File: config.mk
export PLATFORM = sky130hd
export DESIGN_NAME = sdram_cmd_arbiter_flat
export DESIGN_NICKNAME = d
export VERILOG_FILES = /design/src/rtl/sdram_cmd_arbiter_if.sv /design/src/rtl/sdram_cmd_arbiter.sv /design/src/flat_wrapper.sv
export SDC_FILE = /design/constraint.sdc
export NUM_CORES = 1
export LEC_CHECK = 0
export BUFFER_PORTS_ARGS = -buffer_cell sky130_fd_sc_hd__buf_4
export CELL_PAD_IN_SITES_DETAIL_PLACEMENT = 0
export CELL_PAD_IN_SITES_GLOBAL_PLACEMENT = 1
export CORE_MARGIN = 2
export CORE_UTILIZATION = 32
export CTS_BUF_LIST = sky130_fd_sc_hd__clkbuf_8 sky130_fd_sc_hd__clkbuf_16
export DETAILED_ROUTE_END_ITERATION = 10
export PLACE_DENSITY_LB_ADDON = 0.1
export SLEW_MARGIN = 40
export SYNTH_ARGS = -nofsm -noshare
export SYNTH_HDL_FRONTEND = slang
export SYNTH_SLANG_ARGS = --single-unit
export TNS_END_PERCENT = 100
File: constraint.sdc
create_clock -name clk -period 2 [get_ports clk]
set_input_delay 0.2 -clock clk [delete_from_list [all_inputs] [get_ports clk]]
set_output_delay 0.2 -clock clk [all_outputs]
set_load 0.02 [all_outputs]
File: src/rtl/sdram_cmd_arbiter_if.sv
`default_nettype none
// ============================================================================
//  Module      : sdram_cmd_arbiter_if
//  Description : Command / data bus between the SDRAM command arbiter and
//                the 16-bit SDRAM controller.
//  Revision    : 1.0  initial release
// ============================================================================
interface sdram_cmd_arbiter_if;
    logic [1:0]  sdr_cmd;       // 00 nop, 01 wr 256 B, 10 rd 32 B, 11 rd 256 B
    logic [22:0] sdr_addr;      // controller word address
    logic [1:0]  sdr_cmd_ack;   // controller command acknowledge
    logic        sdr_rd_valid;  // read data valid
    logic        sdr_wr_valid;  // controller consuming write data
    logic [15:0] sdr_dout;      // read data from controller

    // Arbiter side
    modport master (
        output sdr_cmd,
        output sdr_addr,
        input  sdr_cmd_ack,
        input  sdr_rd_valid,
        input  sdr_wr_valid,
        input  sdr_dout
    );

    // Controller side
    modport slave (
        input  sdr_cmd,
        input  sdr_addr,
        output sdr_cmd_ack,
        output sdr_rd_valid,
        output sdr_wr_valid,
        output sdr_dout
    );
endinterface
`default_nettype wire

File: src/rtl/sdram_cmd_arbiter.sv
`default_nettype none
// ============================================================================
//  Module      : sdram_cmd_arbiter
//  Description : Three-way SDRAM command arbiter (video refill > cache
//                write-back > cache line fill), video fetch address counter
//                with frame wrap, and read-data steering to the video queue
//                (2x16 packed to 32 bits) or to the cache fill/drain strobes.
//  Option      : SDRAM_ARB_STATS_EN - saturating 16-bit command counters on
//                stat_vid_o / stat_cache_o (tied to 0 when undefined).
//  Revision    : 1.0  initial release
// ============================================================================
module sdram_cmd_arbiter #(
    parameter int VID_WORDS  = 19200,
    parameter int VID_ADDR_W = 19
) (
    input  logic                  clk,
    input  logic                  reset_i,
    sdram_cmd_arbiter_if.master   sdr,
    input  logic                  video_en_i,
    input  logic                  vq_almost_empty_i,
    input  logic                  cache_wr_req_i,
    input  logic                  cache_rd_req_i,
    input  logic [17:0]           cache_waddr_i,
    input  logic [16:0]           cache_raddr_i,
    output logic [31:0]           vq_data_o,
    output logic                  vq_wr_o,
    output logic                  cache_fill_we_o,
    output logic                  cache_drain_re_o,
    output logic [VID_ADDR_W-1:0] vid_addr_o,
    output logic                  frame_wrap_o,
    output logic [15:0]           stat_vid_o,
    output logic [15:0]           stat_cache_o
);

    localparam logic [1:0] CMD_NOP   = 2'b00;
    localparam logic [1:0] CMD_WR256 = 2'b01;
    localparam logic [1:0] CMD_RD32  = 2'b10;
    localparam logic [1:0] CMD_RD256 = 2'b11;

    localparam logic [VID_ADDR_W-1:0] VID_LAST = VID_ADDR_W'(VID_WORDS - 1);

    typedef enum logic [1:0] {
        OWN_IDLE  = 2'd0,
        OWN_VIDEO = 2'd1,
        OWN_CACHE = 2'd2
    } owner_t;

    logic [1:0]            cmd_q,      cmd_d;
    logic [VID_ADDR_W-1:0] vid_addr_q, vid_addr_d;
    owner_t                owner_q;
    logic                  ack_idle_q;
    logic                  phase_q;
    logic [15:0]           low_q;
    logic [31:0]           vq_data_q;
    logic                  vq_wr_q;
    logic                  frame_wrap_q;
    logic [22:0]           sdr_addr_w;

    logic                  ack_accept_w;
    logic                  vid_ack_w;
    logic                  cache_ack_w;

    // Bit 17 of the write-back address is outside the SDRAM window.
    logic                  unused_waddr_w;
    assign unused_waddr_w = cache_waddr_i[17];

    // An ack counts only on its first cycle after an idle ack bus.
    assign ack_accept_w = ack_idle_q & (sdr.sdr_cmd_ack != 2'b00);
    assign vid_ack_w    = ack_accept_w & (sdr.sdr_cmd_ack == CMD_RD32);
    assign cache_ack_w  = ack_accept_w & sdr.sdr_cmd_ack[0];

    // Fixed-priority request selection, re-evaluated every cycle.
    always_comb begin
        cmd_d = CMD_NOP;
        if (video_en_i && vq_almost_empty_i) begin
            cmd_d = CMD_RD32;
        end else if (cache_wr_req_i) begin
            cmd_d = CMD_WR256;
        end else if (cache_rd_req_i) begin
            cmd_d = CMD_RD256;
        end
    end

    // Video burst address advances once per accepted video ack, wrapping per frame.
    always_comb begin
        vid_addr_d = vid_addr_q;
        if (vid_ack_w) begin
            vid_addr_d = (vid_addr_q == VID_LAST) ? '0 : vid_addr_q + VID_ADDR_W'(1);
        end
    end

    // Controller address follows the registered command.
    always_comb begin
        sdr_addr_w = '0;
        case (cmd_q)
            CMD_WR256: sdr_addr_w = {cache_waddr_i[16:0], 6'b000000};
            CMD_RD32:  sdr_addr_w = 23'({1'b1, vid_addr_q, 3'b000});
            CMD_RD256: sdr_addr_w = {cache_raddr_i, 6'b000000};
            default:   sdr_addr_w = '0;
        endcase
    end

    // Command register, bus ownership, video address and video word packing.
    always_ff @(posedge clk) begin
        if (reset_i) begin
            cmd_q        <= CMD_NOP;
            owner_q      <= OWN_IDLE;
            ack_idle_q   <= 1'b0;
            vid_addr_q   <= '0;
            phase_q      <= 1'b0;
            low_q        <= '0;
            vq_data_q    <= '0;
            vq_wr_q      <= 1'b0;
            frame_wrap_q <= 1'b0;
        end else begin
            cmd_q        <= cmd_d;
            ack_idle_q   <= (sdr.sdr_cmd_ack == 2'b00);
            vid_addr_q   <= vid_addr_d;
            frame_wrap_q <= vid_ack_w & (vid_addr_q == VID_LAST);
            vq_wr_q      <= 1'b0;

            if (owner_q == OWN_VIDEO && sdr.sdr_rd_valid) begin
                if (!phase_q) begin
                    low_q   <= sdr.sdr_dout;
                    phase_q <= 1'b1;
                end else begin
                    vq_data_q <= {sdr.sdr_dout, low_q};
                    vq_wr_q   <= 1'b1;
                    phase_q   <= 1'b0;
                end
            end

            // A new video burst always starts on a low half; placed last so it wins.
            if (vid_ack_w) begin
                owner_q <= OWN_VIDEO;
                phase_q <= 1'b0;
            end else if (cache_ack_w) begin
                owner_q <= OWN_CACHE;
            end
        end
    end

`ifdef SDRAM_ARB_STATS_EN
    logic [15:0] stat_vid_q;
    logic [15:0] stat_cache_q;

    // Saturating counters of accepted video and cache commands.
    always_ff @(posedge clk) begin
        if (reset_i) begin
            stat_vid_q   <= '0;
            stat_cache_q <= '0;
        end else begin
            if (vid_ack_w && stat_vid_q != 16'hFFFF) begin
                stat_vid_q <= stat_vid_q + 16'd1;
            end
            if (cache_ack_w && stat_cache_q != 16'hFFFF) begin
                stat_cache_q <= stat_cache_q + 16'd1;
            end
        end
    end

    assign stat_vid_o   = stat_vid_q;
    assign stat_cache_o = stat_cache_q;
`else
    assign stat_vid_o   = '0;
    assign stat_cache_o = '0;
`endif

    assign sdr.sdr_cmd       = cmd_q;
    assign sdr.sdr_addr      = sdr_addr_w;
    assign vq_data_o         = vq_data_q;
    assign vq_wr_o           = vq_wr_q;
    assign vid_addr_o        = vid_addr_q;
    assign frame_wrap_o      = frame_wrap_q;
    assign cache_fill_we_o   = (owner_q == OWN_CACHE) & sdr.sdr_rd_valid;
    assign cache_drain_re_o  = (owner_q == OWN_CACHE) & sdr.sdr_wr_valid;

endmodule
`default_nettype wire

File: src/flat_wrapper.sv
// flat-port wrapper written by rule: the top's interface ports become plain ports
module sdram_cmd_arbiter_flat 
#(
    parameter int VID_WORDS  = 19200,
    parameter int VID_ADDR_W = 19
)
  (clk, reset_i, video_en_i, vq_almost_empty_i, cache_wr_req_i, cache_rd_req_i, cache_waddr_i, cache_raddr_i, vq_data_o, vq_wr_o, cache_fill_we_o, cache_drain_re_o, vid_addr_o, frame_wrap_o, stat_vid_o, stat_cache_o, sdr_sdr_cmd, sdr_sdr_addr, sdr_sdr_cmd_ack, sdr_sdr_rd_valid, sdr_sdr_wr_valid, sdr_sdr_dout);
  sdram_cmd_arbiter_if sdr_i ();
  input  logic clk;
  input  logic reset_i;
  input  logic video_en_i;
  input  logic vq_almost_empty_i;
  input  logic cache_wr_req_i;
  input  logic cache_rd_req_i;
  input  logic [17:0] cache_waddr_i;
  input  logic [16:0] cache_raddr_i;
  output logic [31:0] vq_data_o;
  output logic vq_wr_o;
  output logic cache_fill_we_o;
  output logic cache_drain_re_o;
  output logic [VID_ADDR_W-1:0] vid_addr_o;
  output logic frame_wrap_o;
  output logic [15:0] stat_vid_o;
  output logic [15:0] stat_cache_o;
  output wire logic [$bits(sdr_i.sdr_cmd)-1:0] sdr_sdr_cmd;
  output wire logic [$bits(sdr_i.sdr_addr)-1:0] sdr_sdr_addr;
  input wire logic [$bits(sdr_i.sdr_cmd_ack)-1:0] sdr_sdr_cmd_ack;
  input wire logic [$bits(sdr_i.sdr_rd_valid)-1:0] sdr_sdr_rd_valid;
  input wire logic [$bits(sdr_i.sdr_wr_valid)-1:0] sdr_sdr_wr_valid;
  input wire logic [$bits(sdr_i.sdr_dout)-1:0] sdr_sdr_dout;
  assign sdr_sdr_cmd = sdr_i.sdr_cmd;
  assign sdr_sdr_addr = sdr_i.sdr_addr;
  assign sdr_i.sdr_cmd_ack = sdr_sdr_cmd_ack;
  assign sdr_i.sdr_rd_valid = sdr_sdr_rd_valid;
  assign sdr_i.sdr_wr_valid = sdr_sdr_wr_valid;
  assign sdr_i.sdr_dout = sdr_sdr_dout;
  sdram_cmd_arbiter #(.VID_WORDS(VID_WORDS), .VID_ADDR_W(VID_ADDR_W)) u_core (.clk(clk), .reset_i(reset_i), .sdr(sdr_i), .video_en_i(video_en_i), .vq_almost_empty_i(vq_almost_empty_i), .cache_wr_req_i(cache_wr_req_i), .cache_rd_req_i(cache_rd_req_i), .cache_waddr_i(cache_waddr_i), .cache_raddr_i(cache_raddr_i), .vq_data_o(vq_data_o), .vq_wr_o(vq_wr_o), .cache_fill_we_o(cache_fill_we_o), .cache_drain_re_o(cache_drain_re_o), .vid_addr_o(vid_addr_o), .frame_wrap_o(frame_wrap_o), .stat_vid_o(stat_vid_o), .stat_cache_o(stat_cache_o));
endmodule
==> impl_metrics.env, run 1 <==
export IMPL_outcome="finished clean"
export IMPL_cts_hold_buf=0
export IMPL_layout_drive_gt1_share=0.326
export IMPL_irDropWorstVdd_mv=0.413
export IMPL_cts_resized=0
export IMPL_fp_coreArea_um2=10700
export IMPL_finalMaxSlewViolations=0
export IMPL_design_area_um2=4810
export IMPL_syn_inst=434
export IMPL_cap_violations=0
export IMPL_crit_required_ps=2280
export IMPL_first_pass_iters=4
export IMPL_grt_max_degree=36
export IMPL_slowest_delay_ps=570
export IMPL_fmax_mhz=550
export IMPL_cts_setup_buffers=0
export IMPL_cp_start_kind="flip-flop"
export IMPL_dieArea_um2=11700
export IMPL_vias_per_cell=4.69
export IMPL_clk_insertion_delay_late_ps=350
export IMPL_rsz0062_at_grt="false"
export IMPL_criticalPathCategory="reg -> reg"
export IMPL_antenna_found_initial=0
export IMPL_synth_seq_cells=75
export IMPL_place_hpwl_mm=7.25
export IMPL_worst_path_buf_inv=0
export IMPL_synth_edff_count=0
export IMPL_hold_viol_final=0
export IMPL_tns_ps=0
export IMPL_finalWirelength_mm=9.90
export IMPL_clock_sinks=75
export IMPL_root_buffer="clkbuf_8"
export IMPL_portBuffers=136
export IMPL_fp_dieH_um=108
export IMPL_ios=173
export IMPL_row_count=38
export IMPL_wire_per_inst_um=13.7
export IMPL_cpLargestDelayFamily="simple AND/OR/NAND/NOR gates"
export IMPL_vias=3380
export IMPL_syn_avg_cell_area_um2=8.01
export IMPL_drc=0
export IMPL_layout_area_seq_um2=1500
export IMPL_ys_seq_area_frac=0.432
export IMPL_grt_pass1_wl_mm=15.3
export IMPL_powerDensity_nw_per_um2=644
export IMPL_finalCritPeriodShare=0.909
export IMPL_die_x_um=108
export IMPL_slew_headroom=0.525
export IMPL_multi_input_area_um2=1720
export IMPL_syn_cell_area_um2=3480
export IMPL_clk_pin_slew_ps=80
export IMPL_worst_pin_slew_ps=713
export IMPL_crit_fanout=7
export IMPL_n_fill_cell=1086
export IMPL_cellLeakagePower_nw=2.02
export IMPL_layout_min_cycle_time_ps=1820
export IMPL_gp_congestion=0.819
export IMPL_finClkSkew_ps=8.18
export IMPL_yosys_warnings=0
export IMPL_p_total_mw=3.10
export IMPL_diodes=0
export IMPL_yosys_area_top_type_share=0.432
export IMPL_grtUsageTotal=0.167
export IMPL_synthArstFlopShare=0
export IMPL_hold_slack_ps=50.5
export IMPL_ys_flop_type="dfxtp_1"
export IMPL_synth_area_top_cells="dfxtp_1, nand2_1, a21oi_1, buf_4, mux2_2"
export IMPL_drt_iter0_markers=148
export IMPL_fin_nets=637
export IMPL_globalRouteOverflowTotal=0
export IMPL_crit_slowest_cell="or4_1"
export IMPL_cts_tree="yes"
export IMPL_area_delta_synth_final_pct=38.3
export IMPL_start_util=0.325
export IMPL_setup_viol_count_final=0
export IMPL_post_dp_cell_area_um2=4600
export IMPL_end_kind="flip-flop"
export IMPL_ant_nets=0
export IMPL_cp_data_arrival_time_ps=2100
export IMPL_synth_cell_types=39
export IMPL_cts_buffers=9
export IMPL_worstPathCellList="ha_1 > nand3_1 > or4_1 > or3_1 > a21oi_1"
export IMPL_yosys_area_top_type="dfxtp_1"
export IMPL_cts_path_max_buffers=2
export IMPL_grt_pass1_vias=3054
export IMPL_cts_htree_levels=3
export IMPL_hp_class="in -> reg"
==> metal layers <==
metal | vias up | routed length, um | track usage
li1 | 1685 | - | -
met1 | 1567 | 4710 | 0.233
met2 | 122 | 4360 | 0.257
met3 | 6 | 760 | 0.0422
met4 | 0 | 65 | 0.0440
met5 | - | 0 | 0
==> logic make-up after synthesis <==
kind of cell	after synthesis	share of synthesized area
compound gates	92	0.156
flops	75	0.432
mux	13	0.0421
fa+ha+maj	1	0.00360
simple gates	174	0.226
xor+xnor	11	0.0277
other cells	1	0.00108
buf+inv	67	0.112
==> report_power, final <==
part	internal (mW)	switching (mW)	leakage [nW]	total (mW)
clock network	0.624	0.598	0.103	1.22
registers	1.50	0.00918	0.605	1.51
logic	0.162	0.201	1.32	0.364
==> worst paths after layout <==
check | startpoint | endpoint | slack [ps] | cells after the start
hold / removal | sdr_sdr_cmd_ack[0] | u_core.ack_idle_q$_SDFF_PP0_ | 50 | 2
hold reg to reg | u_core.low_q[12]$_SDFFE_PP0P_ | u_core.vq_data_o[12]$_SDFFE_PP0P_ | 460 | 2
setup / recovery | u_core.vid_addr_o[1]$_SDFFE_PP0P_ | u_core.vid_addr_o[18]$_SDFFE_PP0P_ | 180 | 5
setup reg to reg | u_core.vid_addr_o[1]$_SDFFE_PP0P_ | u_core.vid_addr_o[18]$_SDFFE_PP0P_ | 180 | 5
==> synthesized netlist by cell type, types with 5 or more instances <==
master / instances
a21oi_1: 59
nand2_1: 108
dfxtp_1: 75
clkbuf_1: 23
inv_1: 5
buf_4: 35
o21ai_0: 9
or3_1: 7
nor3_1: 5
nor2_1: 17
xnor2_1: 8
nor4_1: 5
nand4_1: 6
mux2_2: 13
nand3_1: 6
a22o_1: 16
==> layout make-up <==
cell class              instances  share of cell area
clock inverters                 6              0.0151
flip-flops and latches         75               0.312
multi-input cells             326               0.357
well taps                     140              0.0364
clock buffers                  10              0.0286
repair buffers                158               0.247
inverters                       5             0.00390
==> layout by cell type (no fill, tap or decap), types with 2 or more instances in the layout <==
master / netlist / final
buf_4: 35 / 158
nand2_1: 108 / 108
dfxtp_1: 75 / 75
a21oi_1: 59 / 59
conb_1: 1 / 35
a22o_1: 16 / 16
nor2_1: 17 / 16
mux2_2: 13 / 13
clkbuf_8: 0 / 10
o21ai_0: 9 / 9
xnor2_1: 8 / 8
or3_1: 7 / 7
nand4_1: 6 / 6
nand3_1: 6 / 6
inv_1: 5 / 5
nor3_1: 5 / 5
nor4_1: 5 / 5
and2_1: 3 / 3
and3b_1: 3 / 3
xor2_1: 3 / 3
nor2b_1: 2 / 2
nand3b_1: 2 / 2
nand2b_1: 2 / 2
a211oi_1: 2 / 2
or4_1: 2 / 2
o31ai_1: 2 / 2
inv_6: 0 / 2
clkinv_4: 0 / 2
==> through the flow <==
stage	instances	util	setup slack (ps)
after floorplan	468	-	83.4
after global placement	704	0.430	217
after detailed placement	704	0.430	195
after CTS	720	0.450	147
after global routing	720	0.450	40.1
final	720	0.450	182
==> registers in the layout, summed over array words and instances (netlist names) <==
signal,count
u_core.vq_wr_o,1
u_core.vid_addr_o,19
u_core.owner_q,2
u_core.vq_data_o,32
u_core.ack_idle_q,1
u_core.sdr.sdr_cmd,2
u_core.frame_wrap_o,1
u_core.phase_q,1
u_core.low_q,16
Note: power is estimated with default switching activity, not from simulation.
==> inputs of run 2 (changes only) <==
BUFFER_PORTS_ARGS = -buffer_cell sky130_fd_sc_hd__clkbuf_2   (was -buffer_cell sky130_fd_sc_hd__buf_4)
==> impl_metrics.env, run 2 (synthesized netlist as in run 1, its figures left out) <==
export IMPL_outcome="finished clean"
export IMPL_switching_share=0.266
export IMPL_post_dp_cell_area_um2=4260
export IMPL_cp_data_arrival_time_ps=1710
export IMPL_gp_congestion=0.839
export IMPL_fin_ws_ps=94.3
export IMPL_combPwrFrac=0.106
export IMPL_vias_per_cell=4.67
export IMPL_area_delta_synth_final_pct=28.5
export IMPL_antenna_found_initial=0
export IMPL_drc=0
export IMPL_end_kind="primary output"
export IMPL_irDropWorstVdd_mv=0.333
export IMPL_grt_max_degree=34
export IMPL_cpLargestDelayFamily="buffers and inverters"
export IMPL_finalWirelength_mm=9.92
export IMPL_tns_ps=0
export IMPL_cts_setup_buffers=0
export IMPL_clk_pin_slew_ps=80
export IMPL_slowest_delay_ps=370
export IMPL_finalCritPeriodShare=0.953
export IMPL_powerDensity_nw_per_um2=680
export IMPL_largest_reg_flops=32
export IMPL_cts_hold_buf=0
export IMPL_wire_per_inst_um=13.8
export IMPL_cellLeakagePower_nw=1.93
export IMPL_portBuffers=136
export IMPL_design_area_um2=4470
export IMPL_ant_nets=0
export IMPL_finClkSkew_ps=6.10
export IMPL_mostFrequentLayoutCell="clkbuf_2"
export IMPL_cap_violations=0
export IMPL_cp_start_kind="flip-flop"
export IMPL_post_route_util=0.418
export IMPL_fmax_mhz=525
export IMPL_cts_buffers=9
export IMPL_place_hpwl_mm=7.40
export IMPL_crit_slowest_cell="mux2_2"
export IMPL_layout_area_seq_um2=1500
export IMPL_hold_viol_final=0
export IMPL_seqPwrFrac=0.497
export IMPL_hold_slack_ps=64.3
export IMPL_layout_drive_gt1_share=0.323
export IMPL_p_total_mw=3.04
export IMPL_worst_pin_slew_ps=708
export IMPL_multi_input_area_um2=1720
export IMPL_vias=3361
export IMPL_p_sw_mw=0.808
export IMPL_drt_iter0_markers=168
export IMPL_worst_path_buf_inv=2
export IMPL_finalMaxSlewViolations=0
export IMPL_diodes=0
export IMPL_die_x_um=108
export IMPL_crit_required_ps=1800
export IMPL_stdcell_count=719
export IMPL_grt_pass1_wl_mm=14.9
export IMPL_place_ws_ps=227
export IMPL_slew_headroom=0.528
export IMPL_cts_resized=0
export IMPL_clk_insertion_delay_late_ps=360
export IMPL_cts_htree_levels=3
export IMPL_fp_coreArea_um2=10700
export IMPL_rsz0062_at_grt="false"
export IMPL_criticalPathCategory="reg -> out"
export IMPL_ios=173
export IMPL_n_fill_cell=1162
export IMPL_setup_viol_count_final=0
export IMPL_worstPathCellList="buf_4 > mux2_2 > a22o_1 > clkbuf_2"
export IMPL_layout_min_cycle_time_ps=1910
export IMPL_hp_class="in -> reg"
export IMPL_clock_sinks=75
export IMPL_grt_pass1_vias=2976
export IMPL_cts_tree="yes"
export IMPL_p_int_mw=2.23
export IMPL_cts_path_max_buffers=2
export IMPL_first_pass_iters=4
export IMPL_globalRouteOverflowTotal=0
export IMPL_grtUsageTotal=0.166
export IMPL_r2r_slack_ps=210
export IMPL_crit_fanout=23
export IMPL_row_count=38
export IMPL_root_buffer="clkbuf_8"
export IMPL_dieArea_um2=11700
export IMPL_p_clk_frac=0.397
export IMPL_mostFrequentLayoutCells="clkbuf_2, nand2_1, dfxtp_1"
export IMPL_fin_nets=636
export IMPL_fp_dieH_um=108
export IMPL_dp_cells=703
export IMPL_start_util=0.325
## run 2: worst paths after layout
| kind | startpoint | endpoint | depth (start not counted) |
|---|---|---|---|
| worst max register to register | u_core.vid_addr_o[6]$_SDFFE_PP0P_ | u_core.vid_addr_o[15]$_SDFFE_PP0P_ | 4 |
| worst min-delay path | sdr_sdr_dout[13] | u_core.vq_data_o[29]$_SDFFE_PP0P_ | 3 |
| worst min register to register | u_core.low_q[7]$_SDFFE_PP0P_ | u_core.vq_data_o[7]$_SDFFE_PP0P_ | 2 |
| worst max-delay path | u_core.sdr.sdr_cmd[0]$_SDFF_PP0_ | sdr_sdr_addr[17] | 4 |
## run 2: cell type report
class,instances,share of cell area
Sequential cell,75,0.336
Timing Repair Buffer,157,0.190
Clock buffer,10,0.0308
Tap cell,140,0.0392
Clock inverter,6,0.0146
Inverter,5,0.00420
Multi-Input combinational cell,326,0.385
## run 2: worst min-delay path, stage by stage
cell and delay (ps):
clkbuf_2 90, nand2_1 50, a21oi_1 50
## run 2: per-layer routing
layer | track usage | vias up | wire (um)
li1 | - | 1691 | -
met1 | 0.218 | 1529 | 4610
met2 | 0.261 | 129 | 4340
met3 | 0.0446 | 12 | 834
met4 | 0.0604 | 0 | 137
met5 | 0 | - | 0
## run 2: power by group through the flow
stage / registers, mW / logic (mW) / clock network [mW]
2_1_floorplan: 1.55 / 0.245 / 0
3_3_place_gp: 1.55 / 0.318 / 0
3_5_place_dp: 1.55 / 0.320 / 0
4_1_cts: 1.51 / 0.321 / 1.24
5_1_grt: 1.51 / 0.345 / 1.30
6_report: 1.51 / 0.321 / 1.21
